===== config.mk =====
export PLATFORM = sky130hd
export DESIGN_NAME = wb_unit_flat
export DESIGN_NICKNAME = d
export VERILOG_FILES = /design/src/rtl/wb_unit_pkg.sv /design/src/rtl/wb_unit_if.sv /design/src/rtl/wb_unit_load_align.sv /design/src/rtl/wb_unit.sv /design/src/flat_wrapper.sv
export SDC_FILE = /design/constraint.sdc
export NUM_CORES = 1
export LEC_CHECK = 0
export CORE_AREA = 2 2 102 104
export DETAILED_ROUTE_END_ITERATION = 16
export DIE_AREA = 0 0 104 106
export PLACE_DENSITY = 0.9
export SKIP_LAST_GASP = 1
export SLEW_MARGIN = 30
export SYNTH_ARGS = -nofsm -noshare
export SYNTH_HDL_FRONTEND = slang
export SYNTH_SLANG_ARGS = --single-unit
export TNS_END_PERCENT = 1

===== constraint.sdc =====
create_clock -name clk -period 2.3 [get_ports clk]
set_input_delay 0.46 -clock clk [delete_from_list [all_inputs] [get_ports clk]]
set_output_delay 0.46 -clock clk [all_outputs]
set_load 0.02 [all_outputs]

===== src/rtl/wb_unit_pkg.sv =====
// -----------------------------------------------------------------------------
// wb_unit_pkg
// Shared definitions for the writeback controller:
//   - default bus widths
//   - result-source encodings (wb_src)
//   - load funct3 codes
//   - controller state encoding
// No ports (package).
// -----------------------------------------------------------------------------
package wb_unit_pkg;

    localparam int DATA_WIDTH_DEF      = 32;
    localparam int REG_INDEX_WIDTH_DEF = 5;

    typedef enum logic [1:0] {
        WB_SRC_ALU = 2'd0,
        WB_SRC_MEM = 2'd1,
        WB_SRC_PC4 = 2'd2,
        WB_SRC_IMM = 2'd3
    } wb_src_e;

    localparam logic [2:0] F3_LB  = 3'b000;
    localparam logic [2:0] F3_LH  = 3'b001;
    localparam logic [2:0] F3_LW  = 3'b010;
    localparam logic [2:0] F3_LBU = 3'b100;
    localparam logic [2:0] F3_LHU = 3'b101;

    typedef enum logic [1:0] {
        S_IDLE     = 2'd0,
        S_WAIT_MEM = 2'd1,
        S_WRITE    = 2'd2,
        S_ERR      = 2'd3
    } wb_state_e;

endpackage


===== src/rtl/wb_unit_if.sv =====
// -----------------------------------------------------------------------------
// wb_unit_if
// Bundles the writeback request, the memory load return and the register-file
// write port of wb_unit.
//   master : environment side (control FSM + memory), drives requests and
//            memory data, observes the write port and status pulses.
//   slave  : wb_unit side.
// Signals:
//   wb_start, wb_src[1:0], rd_index, alu_result, pc, imm, funct3[2:0],
//   addr_low[1:0], mem_rdata, mem_valid            (master -> slave)
//   wr_en, wr_reg_index, wr_reg_data, busy, wb_done, wb_err (slave -> master)
// -----------------------------------------------------------------------------
interface wb_unit_if
    import wb_unit_pkg::*;
#(
    parameter int DATA_WIDTH      = DATA_WIDTH_DEF,
    parameter int REG_INDEX_WIDTH = REG_INDEX_WIDTH_DEF
);

    logic                       wb_start;
    logic [1:0]                 wb_src;
    logic [REG_INDEX_WIDTH-1:0] rd_index;
    logic [DATA_WIDTH-1:0]      alu_result;
    logic [DATA_WIDTH-1:0]      pc;
    logic [DATA_WIDTH-1:0]      imm;
    logic [2:0]                 funct3;
    logic [1:0]                 addr_low;
    logic [DATA_WIDTH-1:0]      mem_rdata;
    logic                       mem_valid;

    logic                       wr_en;
    logic [REG_INDEX_WIDTH-1:0] wr_reg_index;
    logic [DATA_WIDTH-1:0]      wr_reg_data;
    logic                       busy;
    logic                       wb_done;
    logic                       wb_err;

    modport master (
        output wb_start, wb_src, rd_index, alu_result, pc, imm,
               funct3, addr_low, mem_rdata, mem_valid,
        input  wr_en, wr_reg_index, wr_reg_data, busy, wb_done, wb_err
    );

    modport slave (
        input  wb_start, wb_src, rd_index, alu_result, pc, imm,
               funct3, addr_low, mem_rdata, mem_valid,
        output wr_en, wr_reg_index, wr_reg_data, busy, wb_done, wb_err
    );

endinterface


===== src/rtl/wb_unit_load_align.sv =====
// -----------------------------------------------------------------------------
// wb_unit_load_align
// Purely combinational load formatter: picks the byte/half lane addressed by
// addr_low out of the memory word and sign- or zero-extends it according to
// the load funct3. Unknown funct3 codes pass the full word through.
// Ports:
//   mem_rdata [DATA_WIDTH]  raw memory read word
//   funct3    [3]           load type
//   addr_low  [2]           load address bits [1:0]
//   load_data [DATA_WIDTH]  formatted register value
// -----------------------------------------------------------------------------
module wb_unit_load_align
    import wb_unit_pkg::*;
#(
    parameter int DATA_WIDTH = DATA_WIDTH_DEF
)(
    input  logic [DATA_WIDTH-1:0] mem_rdata,
    input  logic [2:0]            funct3,
    input  logic [1:0]            addr_low,
    output logic [DATA_WIDTH-1:0] load_data
);

    logic [7:0]  byte_sel;
    logic [15:0] half_sel;

    // Lane offsets in bits; half lanes ignore addr_low[0].
    assign byte_sel = mem_rdata[{addr_low, 3'b000} +: 8];
    assign half_sel = mem_rdata[{addr_low[1], 4'b0000} +: 16];

    function automatic logic [DATA_WIDTH-1:0] ext_byte(input logic [7:0] b,
                                                       input logic       sgn);
        logic signed [7:0]            bs;
        logic signed [DATA_WIDTH-1:0] ws;
        bs = $signed(b);
        ws = DATA_WIDTH'(bs);
        return sgn ? ws : DATA_WIDTH'(b);
    endfunction

    function automatic logic [DATA_WIDTH-1:0] ext_half(input logic [15:0] h,
                                                       input logic        sgn);
        logic signed [15:0]           hs;
        logic signed [DATA_WIDTH-1:0] ws;
        hs = $signed(h);
        ws = DATA_WIDTH'(hs);
        return sgn ? ws : DATA_WIDTH'(h);
    endfunction

    always_comb begin
        load_data = mem_rdata;
        case (funct3)
            F3_LB:   load_data = ext_byte(byte_sel, 1'b1);
            F3_LBU:  load_data = ext_byte(byte_sel, 1'b0);
            F3_LH:   load_data = ext_half(half_sel, 1'b1);
            F3_LHU:  load_data = ext_half(half_sel, 1'b0);
            default: load_data = mem_rdata;
        endcase
    end

endmodule


===== src/rtl/wb_unit.sv =====
// -----------------------------------------------------------------------------
// wb_unit
// Multi-cycle writeback controller driving the register file's single write
// port. A request accepted in IDLE either writes its selected value (ALU,
// PC+4, LUI immediate) on the next cycle, or waits for memory data (bounded by
// MEM_TIMEOUT cycles), formats it and writes it the cycle after mem_valid.
// A write to x0 still completes (wb_done) but keeps wr_en low. A timeout
// pulses wb_err without writing.
// Ports:
//   clk  clock, rising edge
//   rst  synchronous active-high reset
//   bus  wb_unit_if.slave: request, memory return, write port, status
// -----------------------------------------------------------------------------
module wb_unit
    import wb_unit_pkg::*;
#(
    parameter int DATA_WIDTH      = DATA_WIDTH_DEF,
    parameter int REG_INDEX_WIDTH = REG_INDEX_WIDTH_DEF,
    parameter int MEM_TIMEOUT     = 16
)(
    input  logic     clk,
    input  logic     rst,
    wb_unit_if.slave bus
);

    localparam int               CNT_W    = $clog2(MEM_TIMEOUT);
    localparam logic [CNT_W-1:0] CNT_LAST = CNT_W'(MEM_TIMEOUT - 1);

    wb_state_e state, state_n;
    logic [CNT_W-1:0] cnt, cnt_n;

    // Request fields held for the load path.
    logic [REG_INDEX_WIDTH-1:0] rd_p0;
    logic [2:0]                 funct3_p0;
    logic [1:0]                 addr_low_p0;

    // Registered outputs and their next values.
    logic                       wr_en_p1,   wr_en_n;
    logic [REG_INDEX_WIDTH-1:0] idx_p1,     idx_n;
    logic [DATA_WIDTH-1:0]      data_p1,    data_n;
    logic                       done_p1,    done_n;
    logic                       err_p1,     err_n;

    logic [DATA_WIDTH-1:0] load_data;
    logic [DATA_WIDTH-1:0] src_data;
    logic                  accept;

    wb_unit_load_align #(
        .DATA_WIDTH (DATA_WIDTH)
    ) u_load_align (
        .mem_rdata (bus.mem_rdata),
        .funct3    (funct3_p0),
        .addr_low  (addr_low_p0),
        .load_data (load_data)
    );

    assign accept = (state == S_IDLE) && bus.wb_start;

    // Value for non-memory sources; the MEM arm is never used for a write.
    always_comb begin
        src_data = bus.alu_result;
        case (bus.wb_src)
            WB_SRC_ALU: src_data = bus.alu_result;
            WB_SRC_PC4: src_data = bus.pc + DATA_WIDTH'(4);
            WB_SRC_IMM: src_data = bus.imm;
            default:    src_data = bus.alu_result;
        endcase
    end

    // Request capture stage (data path, not reset).
    always_ff @(posedge clk) begin
        if (accept) begin
            rd_p0       <= bus.rd_index;
            funct3_p0   <= bus.funct3;
            addr_low_p0 <= bus.addr_low;
        end
    end

    // Next state and next registered outputs. The write port is loaded on the
    // transition into WRITE so it appears exactly during the WRITE cycle.
    always_comb begin
        state_n = state;
        cnt_n   = cnt;
        wr_en_n = 1'b0;
        done_n  = 1'b0;
        err_n   = 1'b0;
        idx_n   = idx_p1;
        data_n  = data_p1;
        case (state)
            S_IDLE: begin
                if (bus.wb_start) begin
                    if (bus.wb_src == WB_SRC_MEM) begin
                        state_n = S_WAIT_MEM;
                        cnt_n   = '0;
                    end else begin
                        state_n = S_WRITE;
                        wr_en_n = (bus.rd_index != '0);
                        done_n  = 1'b1;
                        idx_n   = bus.rd_index;
                        data_n  = src_data;
                    end
                end
            end
            S_WAIT_MEM: begin
                // Data arriving on the final allowed cycle still wins.
                if (bus.mem_valid) begin
                    state_n = S_WRITE;
                    wr_en_n = (rd_p0 != '0);
                    done_n  = 1'b1;
                    idx_n   = rd_p0;
                    data_n  = load_data;
                end else if (cnt == CNT_LAST) begin
                    state_n = S_ERR;
                    err_n   = 1'b1;
                end else begin
                    cnt_n = cnt + CNT_W'(1);
                end
            end
            S_WRITE: state_n = S_IDLE;
            S_ERR:   state_n = S_IDLE;
            default: state_n = S_IDLE;
        endcase
    end

    // State and output register stage.
    always_ff @(posedge clk) begin
        if (rst) begin
            state    <= S_IDLE;
            cnt      <= '0;
            wr_en_p1 <= 1'b0;
            idx_p1   <= '0;
            data_p1  <= '0;
            done_p1  <= 1'b0;
            err_p1   <= 1'b0;
        end else begin
            state    <= state_n;
            cnt      <= cnt_n;
            wr_en_p1 <= wr_en_n;
            idx_p1   <= idx_n;
            data_p1  <= data_n;
            done_p1  <= done_n;
            err_p1   <= err_n;
        end
    end

    assign bus.wr_en        = wr_en_p1;
    assign bus.wr_reg_index = idx_p1;
    assign bus.wr_reg_data  = data_p1;
    assign bus.wb_done      = done_p1;
    assign bus.wb_err       = err_p1;
    assign bus.busy         = (state != S_IDLE);

endmodule


===== src/flat_wrapper.sv =====
// flat-port wrapper written by rule: the top's interface ports become plain ports
module wb_unit_flat import wb_unit_pkg::*;
#(
    parameter int DATA_WIDTH      = DATA_WIDTH_DEF,
    parameter int REG_INDEX_WIDTH = REG_INDEX_WIDTH_DEF,
    parameter int MEM_TIMEOUT     = 16
)
  (clk, rst, bus_wb_start, bus_wb_src, bus_rd_index, bus_alu_result, bus_pc, bus_imm, bus_funct3, bus_addr_low, bus_mem_rdata, bus_mem_valid, bus_wr_en, bus_wr_reg_index, bus_wr_reg_data, bus_busy, bus_wb_done, bus_wb_err);
  wb_unit_if #(.DATA_WIDTH(DATA_WIDTH), .REG_INDEX_WIDTH(REG_INDEX_WIDTH)) bus_i ();
  input  logic clk;
  input  logic rst;
  input wire logic [$bits(bus_i.wb_start)-1:0] bus_wb_start;
  input wire logic [$bits(bus_i.wb_src)-1:0] bus_wb_src;
  input wire logic [$bits(bus_i.rd_index)-1:0] bus_rd_index;
  input wire logic [$bits(bus_i.alu_result)-1:0] bus_alu_result;
  input wire logic [$bits(bus_i.pc)-1:0] bus_pc;
  input wire logic [$bits(bus_i.imm)-1:0] bus_imm;
  input wire logic [$bits(bus_i.funct3)-1:0] bus_funct3;
  input wire logic [$bits(bus_i.addr_low)-1:0] bus_addr_low;
  input wire logic [$bits(bus_i.mem_rdata)-1:0] bus_mem_rdata;
  input wire logic [$bits(bus_i.mem_valid)-1:0] bus_mem_valid;
  output wire logic [$bits(bus_i.wr_en)-1:0] bus_wr_en;
  output wire logic [$bits(bus_i.wr_reg_index)-1:0] bus_wr_reg_index;
  output wire logic [$bits(bus_i.wr_reg_data)-1:0] bus_wr_reg_data;
  output wire logic [$bits(bus_i.busy)-1:0] bus_busy;
  output wire logic [$bits(bus_i.wb_done)-1:0] bus_wb_done;
  output wire logic [$bits(bus_i.wb_err)-1:0] bus_wb_err;
  assign bus_i.wb_start = bus_wb_start;
  assign bus_i.wb_src = bus_wb_src;
  assign bus_i.rd_index = bus_rd_index;
  assign bus_i.alu_result = bus_alu_result;
  assign bus_i.pc = bus_pc;
  assign bus_i.imm = bus_imm;
  assign bus_i.funct3 = bus_funct3;
  assign bus_i.addr_low = bus_addr_low;
  assign bus_i.mem_rdata = bus_mem_rdata;
  assign bus_i.mem_valid = bus_mem_valid;
  assign bus_wr_en = bus_i.wr_en;
  assign bus_wr_reg_index = bus_i.wr_reg_index;
  assign bus_wr_reg_data = bus_i.wr_reg_data;
  assign bus_busy = bus_i.busy;
  assign bus_wb_done = bus_i.wb_done;
  assign bus_wb_err = bus_i.wb_err;
  wb_unit #(.DATA_WIDTH(DATA_WIDTH), .REG_INDEX_WIDTH(REG_INDEX_WIDTH), .MEM_TIMEOUT(MEM_TIMEOUT)) u_core (.clk(clk), .rst(rst), .bus(bus_i));
endmodule

==> results.txt <==
* Status: finished clean
- Counting the fill cells in the layout gives 845.
- In this run the number of H-tree levels came out at 2.
- The largest total area in the synthesized netlist belongs to sky130_fd_sc_hd__dfxtp_1.
* Flop pwr share: 39.9%
- Dividing total power by cell area gives a power density of 421 nW/um^2.
* Clock Pin Slew Worst Setup and Hold Paths: 0.11 ns
- Synthesis produced 536 cells.
- Switching power of the nets: 0.960 mW
* Antenna cell count: 0
- Yosys reg bits: 56
- A synthesized cell averages 7.80 sq um.
- For the pin with the worst max-slew slack, the measured transition is 0.628 ns.
- The final number of max-transition violations was 0.
- Count of hold buffers inserted by post-cts repair: 0
- Max-cap violation count: 0
* Data arrival time of the worst path: 2.48 ns
- The most used flip-flop cell after synthesis is sky130_fd_sc_hd__dfxtp_1.
- The first global-routing pass estimated 27400 microns of wire.
- Detailed routing inserted a total of 5386 vias.
- Final standard cell count with taps included and fillers excluded: 913
- The congestion estimate from routability-driven global placement came to 1.05.
- Once the clock tree was built, the setup fixing pass inserted 0 buffers.
* TritonCTS sink count: 56
* Vias in the first global route: 5341
- In this run, synthesis inferred 10 flip-flops with an integrated enable.
- In the finished design, the share of the clock period the worst path needs comes to 96.8%.
* Critical Path Source Type: input port
- Crit path required time: 2.56 ns
* CTS tree: done
- The initial antenna violation count is 0.
- Combinational logic is responsible for 39.7% of the overall power.
* Internal power summed over all cells: 1.91 mW
- Worst VDD drop: 298 uV
- The worst pin sits at a relative slew slack of 57.1%.
* Drt pass-1 iters: 6
- In this run the remaining antenna-violating nets after routing total 0.
* Share of synthesized area occupied by flip-flops and latches: 29.2%
- Share of synthesized registers carrying an async set or reset: 0%
- The number of different library cells used by synthesis comes to 63.
- The tree is rooted in a sky130_fd_sc_hd__clkbuf_8.
- Fraction of synthesized cell area taken by the top area cell type: 22.0%
- Global routing consumed, over all layers together, 31.2% of the routing resources.
- TritonCTS created 5 clock buffers.
- The region available for standard cell placement spans 10000 sq um.
* Layout cells sized above 1: 16.6%
- Between clock sinks in the finished design, the worst skew comes to 0.00924 ns.
- In the synthesized netlist, the cells that appear most often are 54 x sky130_fd_sc_hd__nor2_1, 51 x sky130_fd_sc_hd__nand2_1, 46 x sky130_fd_sc_hd__dfxtp_1, 32 x sky130_fd_sc_hd__o21ai_0.
- Yosys instantiated no cell more often than sky130_fd_sc_hd__nor2_1.
- The worst setup path is captured at a flop.
- From left edge to right edge, the die measures 104 microns.
- Hold/Removal Path Class: reg2reg
- Counting tap cells, the placed design contains a total of 905 instances.
* Dpl hpwl: 14600 microns
- Biggest area contributors in the synthesized netlist: sky130_fd_sc_hd__dfxtp_1 22%, sky130_fd_sc_hd__edfxtp_1 7.2%, sky130_fd_sc_hd__nor2_1 4.8%
- Pin count of the biggest net entering global routing: 27
- Initial cell density of the core: 41.8%
* GRT Residual Overflow: 0
- The final layout contains routed wiring with a total length of 17500 microns.
* Overall die height: 106 microns
- Drt drc: 0
- Static leakage: 2.54 nW
* CTS max path bufs: 2
- Along the worst path, the maximum fanout reaches 12.
- The worst setup path is of the in2reg kind.
- Using the TritonRoute via totals, the vias-per-cell ratio works out to 5.90.
- Summed negative setup slack over all endpoints: 0 ns
* Switching share of total power: 33.5%
- Die Outline Area: 11000 sq um
- Crit path time final: 2.23 ns
- The hold violation count in the final report is 0.
- Summing all placed instances gives a cell area of 6710 sq um.
- Count of standard-cell rows: 37
* Post-synthesis to final-layout area growth: 62.8%
- Static timing analysis puts the maximum clock frequency at 449 MHz.
- The mapped netlist covers 4180 sq um.
- Dividing the detail-routed wire length by the instance count gives 19.2 microns.
- The final layout contains 922 nets.
* Net count after synthesis: 682
- Port Buffers: 184
* Area of all placed cells without fillers: 6810 sq um
- In this run, the clock network consumes 20.4% of the power.
* I/O pin count: 185
- During synthesis, Yosys emitted a total of 0 warnings.
- The first routing iteration left 308 violations.
- Setup violations remaining at the end of the flow were counted as 0.
- Clock latency on the worst-skew pair, taken at its later pin, is 0.31 ns.
- Setup repair after global routing left no endpoint under its margin.
[cell families after synthesis]
family | share of synthesized area (%)
buffers and inverters | 6.08
flip-flops | 29.2
adder cells (fa/ha/maj) | 0.599
multiplexers | 4.91
AND/OR/NAND/NOR | 25.4
XOR/XNOR | 3.77
AO/OA/AOI/OAI | 30.0
[through the flow]
stage | setup WS (ns) | hold WS, ns | total power [mW] | util [%]
floorplan | 0.415 | 0.471 | 1.61 | -
global placement | -0.145 | 0.446 | 2.27 | 67.1
detailed placement | -0.213 | 0.458 | 2.29 | 67.1
CTS | 0.0913 | 0.477 | 2.87 | 68.0
global route | 0.00546 | 0.496 | 2.99 | 68.1
finish | 0.0745 | 0.475 | 2.87 | 68.1
[routing by layer]
| metal | vias up | wire length, microns | track usage, % |
|---|---|---|---|
| li1 | 2524 | - | - |
| met1 | 2492 | 6810 | 38.4 |
| met2 | 322 | 8580 | 56.1 |
| met3 | 48 | 1600 | 4.78 |
| met4 | 0 | 541 | 9.46 |
| met5 | - | 0 | 0 |
[final timing paths]
path / to / from / cells past startpoint / slack, ns
hold reg to reg: u_core.bus.wr_reg_data[1] / u_core.bus.wr_reg_data[1] / 2 / 0.47
setup reg to reg: u_core.bus.wr_reg_data[29] / u_core.addr_low_p0[1] / 6 / 0.24
setup / recovery: u_core.bus.wr_reg_data[14] / bus_wb_src[1] / 6 / 0.07
hold / removal: u_core.bus.wr_reg_data[1] / u_core.bus.wr_reg_data[1] / 2 / 0.47
[registers in the layout (all words and copies together), names as in the netlist]
register	flops
u_core.state	2
u_core.bus.wr_en	1
u_core.funct3_p0	3
u_core.bus.wr_reg_index	5
u_core.bus.wb_done	1
u_core.bus.wr_reg_data	32
u_core.rd_p0	5
u_core.addr_low_p0	2
u_core.bus.wb_err	1
u_core.cnt	4
[cells in the final DEF (no fill, tap or decap), types with 6 or more instances in the layout]
cell,count
sky130_fd_sc_hd__nor3_1,17
sky130_fd_sc_hd__a2111oi_0,8
sky130_fd_sc_hd__mux2_2,10
sky130_fd_sc_hd__nand3_1,14
sky130_fd_sc_hd__nand4_1,11
sky130_fd_sc_hd__a211oi_1,13
sky130_fd_sc_hd__xnor2_1,10
sky130_fd_sc_hd__dfxtp_1,46
sky130_fd_sc_hd__o211ai_1,9
sky130_fd_sc_hd__clkdlybuf4s50_1,184
sky130_fd_sc_hd__a21oi_1,26
sky130_fd_sc_hd__or2_2,7
sky130_fd_sc_hd__buf_4,89
sky130_fd_sc_hd__a31oi_1,9
sky130_fd_sc_hd__a22o_1,6
sky130_fd_sc_hd__mux2i_1,7
sky130_fd_sc_hd__a221oi_1,13
sky130_fd_sc_hd__edfxtp_1,10
sky130_fd_sc_hd__xor2_1,8
sky130_fd_sc_hd__nor4_1,12
sky130_fd_sc_hd__a21o_1,6
sky130_fd_sc_hd__nor2_1,53
sky130_fd_sc_hd__and4_1,6
sky130_fd_sc_hd__inv_1,21
sky130_fd_sc_hd__nand2_1,51
sky130_fd_sc_hd__o21ai_0,32
sky130_fd_sc_hd__a311oi_1,13
[layout make-up]
type	instances	area (sq um)	share of cell area (%)
Tap cell	136	170	2.50
Inverter	21	78.8	1.16
Timing Repair Buffer	274	2530	37.2
Clock inverter	3	27.5	0.404
Multi-Input combinational cell	418	2710	39.8
Clock buffer	5	68.8	1.01
Sequential cell	56	1220	17.9
[power groups by stage]
| stage | sequential (mW) | clock (mW) | combinational, mW |
|---|---|---|---|
| 6_report | 1.14 | 0.585 | 1.14 |
| 5_1_grt | 1.15 | 0.625 | 1.21 |
| 4_1_cts | 1.14 | 0.596 | 1.13 |
| 3_5_place_dp | 1.16 | 0 | 1.12 |
| 3_3_place_gp | 1.16 | 0 | 1.10 |
| 2_1_floorplan | 1.22 | 0 | 0.391 |
[worst max-delay path, cell delays in order]
cell                              delay, ns
sky130_fd_sc_hd__clkdlybuf4s50_1       0.51
sky130_fd_sc_hd__nand2b_1              0.18
sky130_fd_sc_hd__a31oi_2               0.12
sky130_fd_sc_hd__or2_2                 0.40
sky130_fd_sc_hd__a2111oi_0             0.59
sky130_fd_sc_hd__a22o_1                0.22
[repair_timing]
action | 4_1_cts | 5_1_grt
hold endpoints to repair | 0 | 0
setup endpoints to repair | 0 | 1
gates resized for setup | 0 | 1
(Power assumes the default switching activity.)
